==> src/rtl/timer_array.sv <==
// timer_array: multi-channel down-counting timer on the CPU system bus.
// Each channel has CTRL, PRESET, COUNT and STAT registers, one-shot or
// auto-reload operation, a write-one-to-clear pending flag and a maskable IRQ.
// Optional feature macro: TIMER_PRESCALE_EN adds an 8-bit per-channel
// prescaler programmed through CTRL[15:8].
module timer_array #(
  parameter int N_CH  = 4,
  parameter int CNT_W = 32
) (
  input  logic              CLK_I,
  input  logic              RST_I,
  input  logic [7:2]        ADD_I,
  input  logic              WE_I,
  input  logic [31:0]       DAT_I,
  output logic [31:0]       DAT_O,
  output logic [N_CH-1:0]   IRQ_V,
  output logic              IRQ
);

  localparam logic [1:0] REG_CTRL   = 2'd0;
  localparam logic [1:0] REG_PRESET = 2'd1;
  localparam logic [1:0] REG_COUNT  = 2'd2;
  localparam logic [1:0] REG_STAT   = 2'd3;

  localparam logic [1:0] MODE_ONESHOT = 2'b00;
  localparam logic [1:0] MODE_RELOAD  = 2'b01;

  // Registered channel state
  logic [N_CH-1:0]  en_q, im_q, pend_q;
  logic [1:0]       mode_q   [N_CH];
  logic [CNT_W-1:0] preset_q [N_CH];
  logic [CNT_W-1:0] count_q  [N_CH];
`ifdef TIMER_PRESCALE_EN
  logic [7:0]       psc_q    [N_CH];
  logic [7:0]       pcnt_q   [N_CH];
`endif

  // Next-state values
  logic [N_CH-1:0]  en_d, im_d, pend_d;
  logic [1:0]       mode_d   [N_CH];
  logic [CNT_W-1:0] preset_d [N_CH];
  logic [CNT_W-1:0] count_d  [N_CH];
`ifdef TIMER_PRESCALE_EN
  logic [7:0]       psc_d    [N_CH];
  logic [7:0]       pcnt_d   [N_CH];
`endif

  // Per-channel event strobes
  logic [N_CH-1:0]  wr_ctrl, wr_pre, wr_stat;
  logic [N_CH-1:0]  load, tick, act, expire;

  // Decode bus writes, derive tick/expiry events and compute next state
  always_comb begin
    en_d    = en_q;
    im_d    = im_q;
    pend_d  = pend_q;
    wr_ctrl = '0;
    wr_pre  = '0;
    wr_stat = '0;
    load    = '0;
    tick    = '0;
    act     = '0;
    expire  = '0;
    for (int i = 0; i < N_CH; i++) begin
      mode_d[i]   = mode_q[i];
      preset_d[i] = preset_q[i];
      count_d[i]  = count_q[i];
`ifdef TIMER_PRESCALE_EN
      psc_d[i]    = psc_q[i];
      pcnt_d[i]   = pcnt_q[i];
`endif

      wr_ctrl[i] = WE_I && (ADD_I[7:4] == 4'(i)) && (ADD_I[3:2] == REG_CTRL);
      wr_pre[i]  = WE_I && (ADD_I[7:4] == 4'(i)) && (ADD_I[3:2] == REG_PRESET);
      wr_stat[i] = WE_I && (ADD_I[7:4] == 4'(i)) && (ADD_I[3:2] == REG_STAT);

      // Only an EN 0->1 transition loads; rewriting EN=1 keeps counting.
      load[i] = wr_ctrl[i] && DAT_I[0] && !en_q[i];

`ifdef TIMER_PRESCALE_EN
      tick[i] = (pcnt_q[i] == psc_q[i]);
`else
      tick[i] = 1'b1;
`endif

      // Reserved modes (MODE[1]=1) hold the counter and never expire.
      act[i]    = en_q[i] && tick[i] && !mode_q[i][1] && !load[i];
      expire[i] = act[i] && (count_q[i] == '0);

      if (wr_ctrl[i]) begin
        en_d[i]   = DAT_I[0];
        mode_d[i] = DAT_I[2:1];
        im_d[i]   = DAT_I[3];
`ifdef TIMER_PRESCALE_EN
        psc_d[i]  = DAT_I[15:8];
`endif
      end

      // One-shot expiry wins over a same-edge CTRL write (a load cannot
      // coincide with expiry since expiry needs EN already set).
      if (expire[i] && (mode_q[i] == MODE_ONESHOT))
        en_d[i] = 1'b0;

      if (wr_pre[i])
        preset_d[i] = DAT_I[CNT_W-1:0];

      // Reload uses the PRESET value held before any same-edge write.
      if (load[i])
        count_d[i] = preset_q[i];
      else if (act[i]) begin
        if (count_q[i] != '0)
          count_d[i] = count_q[i] - CNT_W'(1);
        else if (mode_q[i] == MODE_RELOAD)
          count_d[i] = preset_q[i];
      end

      // Setting the pending flag takes priority over a W1C clear.
      if (expire[i])
        pend_d[i] = 1'b1;
      else if (wr_stat[i] && DAT_I[0])
        pend_d[i] = 1'b0;

`ifdef TIMER_PRESCALE_EN
      if (!en_q[i] || load[i] || tick[i])
        pcnt_d[i] = '0;
      else
        pcnt_d[i] = pcnt_q[i] + 8'd1;
`endif
    end
  end

  // Channel state registers with asynchronous clear
  always_ff @(posedge CLK_I or posedge RST_I) begin
    if (RST_I) begin
      en_q   <= '0;
      im_q   <= '0;
      pend_q <= '0;
      for (int i = 0; i < N_CH; i++) begin
        mode_q[i]   <= '0;
        preset_q[i] <= '0;
        count_q[i]  <= '0;
`ifdef TIMER_PRESCALE_EN
        psc_q[i]    <= '0;
        pcnt_q[i]   <= '0;
`endif
      end
    end else begin
      en_q   <= en_d;
      im_q   <= im_d;
      pend_q <= pend_d;
      for (int i = 0; i < N_CH; i++) begin
        mode_q[i]   <= mode_d[i];
        preset_q[i] <= preset_d[i];
        count_q[i]  <= count_d[i];
`ifdef TIMER_PRESCALE_EN
        psc_q[i]    <= psc_d[i];
        pcnt_q[i]   <= pcnt_d[i];
`endif
      end
    end
  end

  // Combinational read mux; unimplemented channels and bits read as zero
  always_comb begin
    DAT_O = '0;
    for (int i = 0; i < N_CH; i++) begin
      if (ADD_I[7:4] == 4'(i)) begin
        case (ADD_I[3:2])
          REG_CTRL: begin
            DAT_O[0]   = en_q[i];
            DAT_O[2:1] = mode_q[i];
            DAT_O[3]   = im_q[i];
`ifdef TIMER_PRESCALE_EN
            DAT_O[15:8] = psc_q[i];
`endif
          end
          REG_PRESET: DAT_O[CNT_W-1:0] = preset_q[i];
          REG_COUNT:  DAT_O[CNT_W-1:0] = count_q[i];
          default:    DAT_O[0]         = pend_q[i];
        endcase
      end
    end
  end

  // Interrupt outputs follow the registered pending/mask state
  always_comb begin
    IRQ_V = pend_q & im_q;
    IRQ   = |IRQ_V;
  end

endmodule

==> config.mk <==
export PLATFORM = sky130hd
export DESIGN_NAME = timer_array
export DESIGN_NICKNAME = d
export VERILOG_FILES = /design/src/rtl/timer_array.sv
export SDC_FILE = /design/constraint.sdc
export NUM_CORES = 1
export LEC_CHECK = 0
export ABC_AREA = 1
export BUFFER_PORTS_ARGS = -buffer_cell sky130_fd_sc_hd__buf_2
export CAP_MARGIN = 20
export CORE_ASPECT_RATIO = 0.7
export CORE_MARGIN = 8
export CORE_UTILIZATION = 45
export CTS_BUF_LIST = sky130_fd_sc_hd__clkbuf_8 sky130_fd_sc_hd__clkbuf_16
export DETAILED_ROUTE_END_ITERATION = 6
export GPL_TIMING_DRIVEN = 0
export SYNTH_ARGS = -nofsm -noshare
export SYNTH_HDL_FRONTEND = slang
export SYNTH_SLANG_ARGS = --single-unit
==> constraint.sdc <==
create_clock -name CLK_I -period 8.3 [get_ports CLK_I]
set_input_delay 0 -clock CLK_I [delete_from_list [all_inputs] [get_ports CLK_I]]
set_output_delay 0 -clock CLK_I [all_outputs]
set_load 0.1 [all_outputs]
==> reports/results.tsv, run 1 <==
stage	metric	value	unit
sta	rsz0062_at_grt	no	
clocking	ctsResizeCount	0	
synthesis	netlist_instances	2805	
setup_path	path_class	in2out	
drt	wl	82690	µm
clocking	cts_tree	built	
drt	ant_nets	0	
synthesis	async_flop_share	100.0	%
setup_path	cp-start-kind	input pin	
drt	vias	20440	
synthesis	synth_compound_area_share	11.58	%
sta	min_period_over_period	40.67	%
floorplan	die_y	184.5	µm
synthesis	yosys-top-cells-count	1008 x nand2_1, 316 x inv_1, 298 x nand3_1	
clocking	numClockSinks	276	
floorplan	start_util	45.82	%
synthesis	synthDistinctLibCells	44	
pwr	p_total	6474	µW
clocking	path_clk_slew	0.06	ns
sta	clock_skew	0.01149	ns
global_route	grt_max_degree	100	
synthesis	synthAdderAreaFrac	0.8910	%
drt	wire_per_inst	23.51	µm
global_route	first_global_vias	18690	
pwr	power.density	311.6	nW/µm²
clocking	ctsLongestPathBuffers	3	
floorplan	fp.dieW	256.7	µm
setup_path	worstPathRequired	8.30	ns
synthesis	synth_top_area_share	37.83	%
floorplan	die_area	47370	µm²
sta	hold_violations	0	
final_layout	fin_util	52.14	%
job	cap_violations	0	
synthesis	synth_top_family_by_area	simple AND/OR/NAND/NOR gates	
synthesis	post_synth_mux_area_share	0.05483	%
sta	tns	0	ns
synthesis	synth_area	18260	µm²
setup_path	crit_path_end_kind	output pin	
global_route	grt_pass1_wl	120700	µm
sta	worstMarginPinSlew	0.8836	ns
final_layout	syn2layout_area_growth	13.79	%
sta	period_needed	3.376	ns
global_route	grt_overflow_total	0	
synthesis	synth.top_cells.by_area	dfrtp_1 38%, nand2_1 21%, nand3_1 8.2%	
sta	setup_viol	0	
sta	maxSlewHeadroom	41.09	%
synthesis	synth-simple-area-share	37.94	%
final_layout	fillers	4102	
clocking	htreeDepth	1	
run_status	status	finished clean	
setup_path	crit_path_max_fanout	10	
synthesis	synth-edff-count	0	
pwr	leakage	0.01019	µW
floorplan	std_cell_rows	61	
synthesis	synth_warnings	0	
synthesis	ys.flop_type	dfrtp_1	
clocking	post_cts_buffers	0	
final_layout	drive_gt1_share	7.891	%
placement	portBuffers	75	
drt	drt_iter0_drc	2846	
clocking	cts-root-buf	clkbuf_16	
final_layout	nets	3011	
hold_path	hold_path.class	in2async	
synthesis	syn_area_per_cell	6.508	µm²
setup_path	worst-r2r-setup-slack	5.53	ns
clocking	cts_hold_buf	42	
floorplan	io_pins	78	
sta	timing.fmax	296.2	MHz
sta	worst_hold_slack	0.06337	ns
sta	drv_slew	0	
synthesis	yosysTopAreaCell	dfrtp_1	
global_route	grt_use_total	33.78	%
floorplan	core_region_area	39840	µm²
drt	drt_first_pass_iters	6	
synthesis	yosysMostFrequentCell	nand2_1	
synthesis	ys_ff_latch	276	
placement	placed_area	19360	µm²
setup_path	reg2reg_to	count_q[103]$_DFFE_PP0P_	
clocking	clock_latency	0.59	ns
synthesis	synth_fp_nets	2859	
final_layout	fin_area	20770	µm²
clocking	cts_buffers	31	
drt	via_per_inst	5.812	
global_route	antenna_found_initial	9	
setup_path	timing.rr.start	count_q[106]$_DFFE_PP0P_	
pwr	ir_worst_vdd	0.1727	mV
synthesis	yosysSeqAreaShare	37.83	%
placement	dp_hpwl	64680	µm
drt	drc_errors	0	
synthesis	synth_xor_area_share	1.535	%
placement	gp_congestion	1.123	
setup_path	worstPathArrival	3.38	ns
setup_path	reg2regPathDepth	11	
worst max-delay path, stage by stage:
cell,delay (ns)
dlygate4sd3_1,0.54
buf_2,0.14
nor2_4,0.11
dlygate4sd3_1,0.71
nand2_2,0.12
inv_1,0.18
clkbuf_1,0.41
nand2_1,0.23
nand3_1,0.12
a21oi_1,0.06
nor3_1,0.24
buf_2,0.49
report_power, final:
group	leakage (µW)	switching (µW)	total [µW]	internal, µW
Clock	0.000505	608	1380	767
Combinational	0.00607	2090	2970	882
Sequential	0.00361	437	2130	1690
Total	0.0102	3130	6470	3340
kinds of logic (layout without fill, tap and decap cells):
group	count (synthesis)	after routing
and+or+nand+nor	1653	1653
buffers and inverters	450	623
AOI/OAI and AO/OA	380	380
DFF	276	276
xor gates and xnor gates	32	32
adders and majority gates	13	13
muxes	1	1
other	0	4
layer usage:
layer	global-route usage, %	wire (µm)
met3	12.46	12470
met5	0	41
met2	46.81	31930
met1	49.15	36100
met4	7.790	2149
area by class of cell:
class	count	area [µm²]	area share (%)
flip-flops and latches	276	6907	33.25
repair buffers	119	850.8	4.096
diodes	4	10.01	0.04818
multi-input cells	2079	9494	45.70
clock buffers	38	872.1	4.198
inverters	327	1237	5.957
clock inverters	16	107.6	0.5180
plain buffers	123	625.6	3.012
well taps	535	669.4	3.222
state kept, by name (all words and copies together), names as in the netlist:
signal and count:
en_q 4, count_q 128, preset_q 128, pend_q 4, mode_q 8, im_q 4
cell usage in the layout (no fill, tap or decap), types with 3 or more instances in the layout:
master / count
xor2_1: 26
diode_2: 4
o21ai_1: 8
inv_1: 320
o22ai_1: 68
clkinv_2: 7
clkbuf_1: 63
nor2_4: 3
o21ai_0: 244
clkbuf_8: 7
o2111ai_1: 3
buf_4: 15
nand3_2: 4
clkinv_1: 4
nand2_1: 1008
a21oi_1: 25
o221ai_1: 4
xnor2_1: 6
buf_1: 9
nor2_2: 24
nand3_1: 298
a32oi_1: 15
nor2_1: 235
buf_6: 10
nand2_2: 7
nor3_1: 7
o211ai_1: 6
inv_2: 6
nand4_1: 51
dfrtp_1: 276
or2_2: 5
nand3b_1: 5
clkbuf_16: 31
dlygate4sd3_1: 42
ha_1: 13
buf_2: 101
metrics by stage:
stage / setup WS, ns / instances
finish: 4.924 / 3517
detailed placement: 5.247 / 3417
CTS: 5.026 / 3513
floorplan: 0.6912 / 2805
global placement: -3.074 / 3415
global route: 4.800 / 3514
how the worst max path moves through the flow:
stage                         from                        to  slack [ns]  cells after the start
final                     ADD_I[6]                  DAT_O[3]        4.92                     12
after global routing      ADD_I[6]                  DAT_O[3]        4.80                     12
after CTS                 ADD_I[6]                  DAT_O[3]        5.03                     12
after detailed placement  ADD_I[2]                 DAT_O[25]        5.25                     10
after global placement       RST_I  count_q[124]$_DFFE_PP0P_       -3.07                      2
after floorplan              RST_I    count_q[0]$_DFFE_PP0P_        0.69                      1
Note: power is estimated with default switching activity, not from simulation.
==> run 2: changes to the inputs <==
- ABC_AREA: 1 -> 0
- clock period: 8.3 -> 3.1 ns (I/O delays scaled with it)
==> reports/results.tsv, run 2 <==
stage	metric	value	unit
setup_path	cp-start-kind	input pin	
synthesis	ys_ff_latch	276	
setup_path	crit_slowest_cell	a221oi_1	
run_status	violations	DRC, setup timing	
clocking	path_clk_slew	0.06	ns
synthesis	synth_top_area_share	41.78	%
sta	maxSlewHeadroom	31.36	%
sta	min_period_over_period	100.4	%
pwr	leakage	0.007848	µW
synthesis	netlist_instances	1749	
synthesis	yosysTopAreaCell	dfrtp_1	
synthesis	synth_area	16530	µm²
setup_path	path_class	in2out	
floorplan	io_pins	78	
synthesis	ys.flop_type	dfrtp_1	
floorplan	die_y	176.4	µm
global_route	first_global_vias	15020	
drt	vias	16440	
drt	drt_iter0_drc	2393	
run_status	status	finished, violations left	
synthesis	yosysSeqAreaShare	41.78	%
final_layout	largestRegisters	count_q (128), preset_q (128), mode_q (8)	
clocking	cts_tree	built	
floorplan	die_area	43220	µm²
setup_path	cp_cell_sequence	buf_2 -> inv_1 -> ha_1 -> clkdlybuf4s15_1 -> a221oi_1 -> o22ai_1 -> a32oi_1 -> nor2b_1 -> buf_2	
setup_path	reg2regPathDepth	8	
final_layout	nets	1960	
sta	setup_slack	-0.01247	ns
setup_path	crit_path_max_fanout	10	
final_layout	multi_input_area	8979	µm²
final_layout	layout_commonest_cell	dfrtp_1	
global_route	grt_pass1_wl	103000	µm
final_layout	fin_util	53.03	%
drt	wire_per_inst	29.40	µm
synthesis	synth-edff-count	0	
drt	via_per_inst	6.826	
drt	drc_errors	1	
synthesis	synth_fp_nets	1803	
pwr	ir_worst_vdd	0.4728	mV
setup_path	worstPathArrival	3.11	ns
clocking	ctsLongestPathBuffers	3	
global_route	antenna_found_initial	3	
sta	worstMarginPinSlew	1.022	ns
sta	clock_skew	0.01923	ns
clocking	htreeDepth	1	
placement	placed_area	17690	µm²
global_route	grt_use_total	31.77	%
final_layout	final-seq-area	6907	µm²
placement	portBuffers	76	
job	cap_violations	0	
setup_path	worstPathRequired	3.10	ns
synthesis	yosysMostFrequentCell	dfrtp_1	
hold_path	min_path_cells	4	
placement	dp_hpwl	52770	µm
synthesis	async_flop_share	100.0	%
global_route	grt_overflow_total	0	
setup_path	critical_path.max_stage_delay	0.82	ns
drt	wl	70830	µm
floorplan	fp.dieW	245.1	µm
clocking	cts-root-buf	clkbuf_16	
setup_path	worst-r2r-setup-slack	0.10	ns
setup_path	cpMostUsedCell	buf_2	
drt	drt_first_pass_iters	7	
floorplan	std_cell_rows	58	
clocking	clock_latency	0.57	ns
setup_path	crit_path_end_kind	output pin	
pwr	power.density	611.7	nW/µm²
sta	worst_hold_slack	0.05975	ns
sta	timing.fmax	321.3	MHz
hold_path	hold_path.class	in2reg	
floorplan	core_region_area	36070	µm²
placement	pre_cts_ws	-0.4022	ns
drt	ant_nets	0	
floorplan	start_util	45.83	%
clocking	numClockSinks	276	
sta	rsz0062_at_grt	no	
final_layout	drive_gt1_share	18.75	%
clocking	cts_buffers	29	
synthesis	synthDistinctLibCells	76	
final_layout	final_cell_mix	276 x dfrtp_1, 139 x mux2_2, 136 x a21oi_1	
sta	hold_violations	0	
synthesis	synth_warnings	0	
placement	gp_congestion	1.142	
final_layout	syn2layout_area_growth	15.71	%
sta	setup_viol	1	
final_layout	fillers	3316	
global_route	grt_max_degree	42	
synthesis	yosys-top-cells-count	276 x dfrtp_1, 139 x mux2_2, 137 x a21oi_1	
synthesis	syn_area_per_cell	9.451	µm²
sta	drv_slew	0	
final_layout	fin_area	19130	µm²
synthesis	synth.top_cells.by_area	dfrtp_1 42%, mux2_2 9.5%, a21oi_1 4.1%	
sta	period_needed	3.112	ns
run 2: cell types whose count changed after synthesis, moves of 44 or more:
cell,delta
nand2_1,-919
a21oi_1,+112
nor3_1,+64
inv_1,-284
clkbuf_1,+44
nand3_1,-253
mux2_2,+139
nor2_1,-138
o21ai_0,-141
run 2: area by class of cell:
type                    instances  share of cell area (%)
repair buffers                127                   4.958
flip-flops and latches        276                   36.11
diodes                          4                 0.05233
inverters                      32                  0.6476
clock buffers                  35                   4.226
plain buffers                 144                   3.297
clock inverters                15                  0.6280
multi-input cells            1296                   46.94
well taps                     480                   3.140
run 2: per-layer routing:
layer  share of wire, %  track usage [%]  vias up
li1                   -                -     7118
met1                 44            47.73     8170
met2                 39            41.26     1042
met3                 13            9.526      113
met4                4.6            13.16        0
met5                  0                0        -
run 2: cell families (layout without fill, tap and decap cells):
group	after synthesis	after routing	synth area share, %
adders and majority gates	13	13	0.9841
muxes	150	150	10.14
and+or+nand+nor	515	515	16.63
DFF	276	276	41.78
AOI/OAI and AO/OA	618	618	26.05
buffers and inverters	177	353	4.413
other	0	4	0
run 2: per-stage QoR:
step | total power (µW) | setup TNS, ns | cells
2_1_floorplan | 6892 | -152.18 | 1749
3_3_place_gp | 7948 | -671.53 | 2305
3_5_place_dp | 8038 | -12.35 | 2314
4_1_cts | 11580 | 0 | 2399
5_1_grt | 12200 | 0 | 2405
6_report | 11700 | -0.01247 | 2409
run 2: power breakdown:
part	total (µW)	internal, µW	switching (µW)	leakage (µW)
clock	3490	1990	1500	0.000484
combinational	3130	1140	1990	0.00382
sequential	5080	4230	855	0.00355
total	11700	7360	4340	0.00785
run 2: path summary, 6_finish.rpt:
kind / start / to
min in group asynchronous: RST_I / preset_q[107]$_DFFE_PP0P_
max in group asynchronous: RST_I / count_q[56]$_DFFE_PP0P_
max reg2reg: count_q[12]$_DFFE_PP0P_ / count_q[26]$_DFFE_PP0P_
min: WE_I / pend_q[3]$_DFFE_PP0P_
max: ADD_I[2] / DAT_O[30]
min reg2reg: preset_q[80]$_DFFE_PP0P_ / count_q[80]$_DFFE_PP0P_
run 2: worst max-delay path: cells and delay by family:
kind | cells | cell delay [ns]
buffers and inverters | 4 | 1.20
AOI/OAI and AO/OA | 3 | 1.40
adders and majority gates | 1 | 0.41
and+or+nand+nor | 1 | 0.09
run 2: timing repair:
item                                    CTS  global route
buffers inserted                          0             5
pin swaps                                 0             1
hold buffers                             36             0
hold endpoints to repair                221             0
endpoints found under the setup margin   33           124
gates resized for setup                   8            33
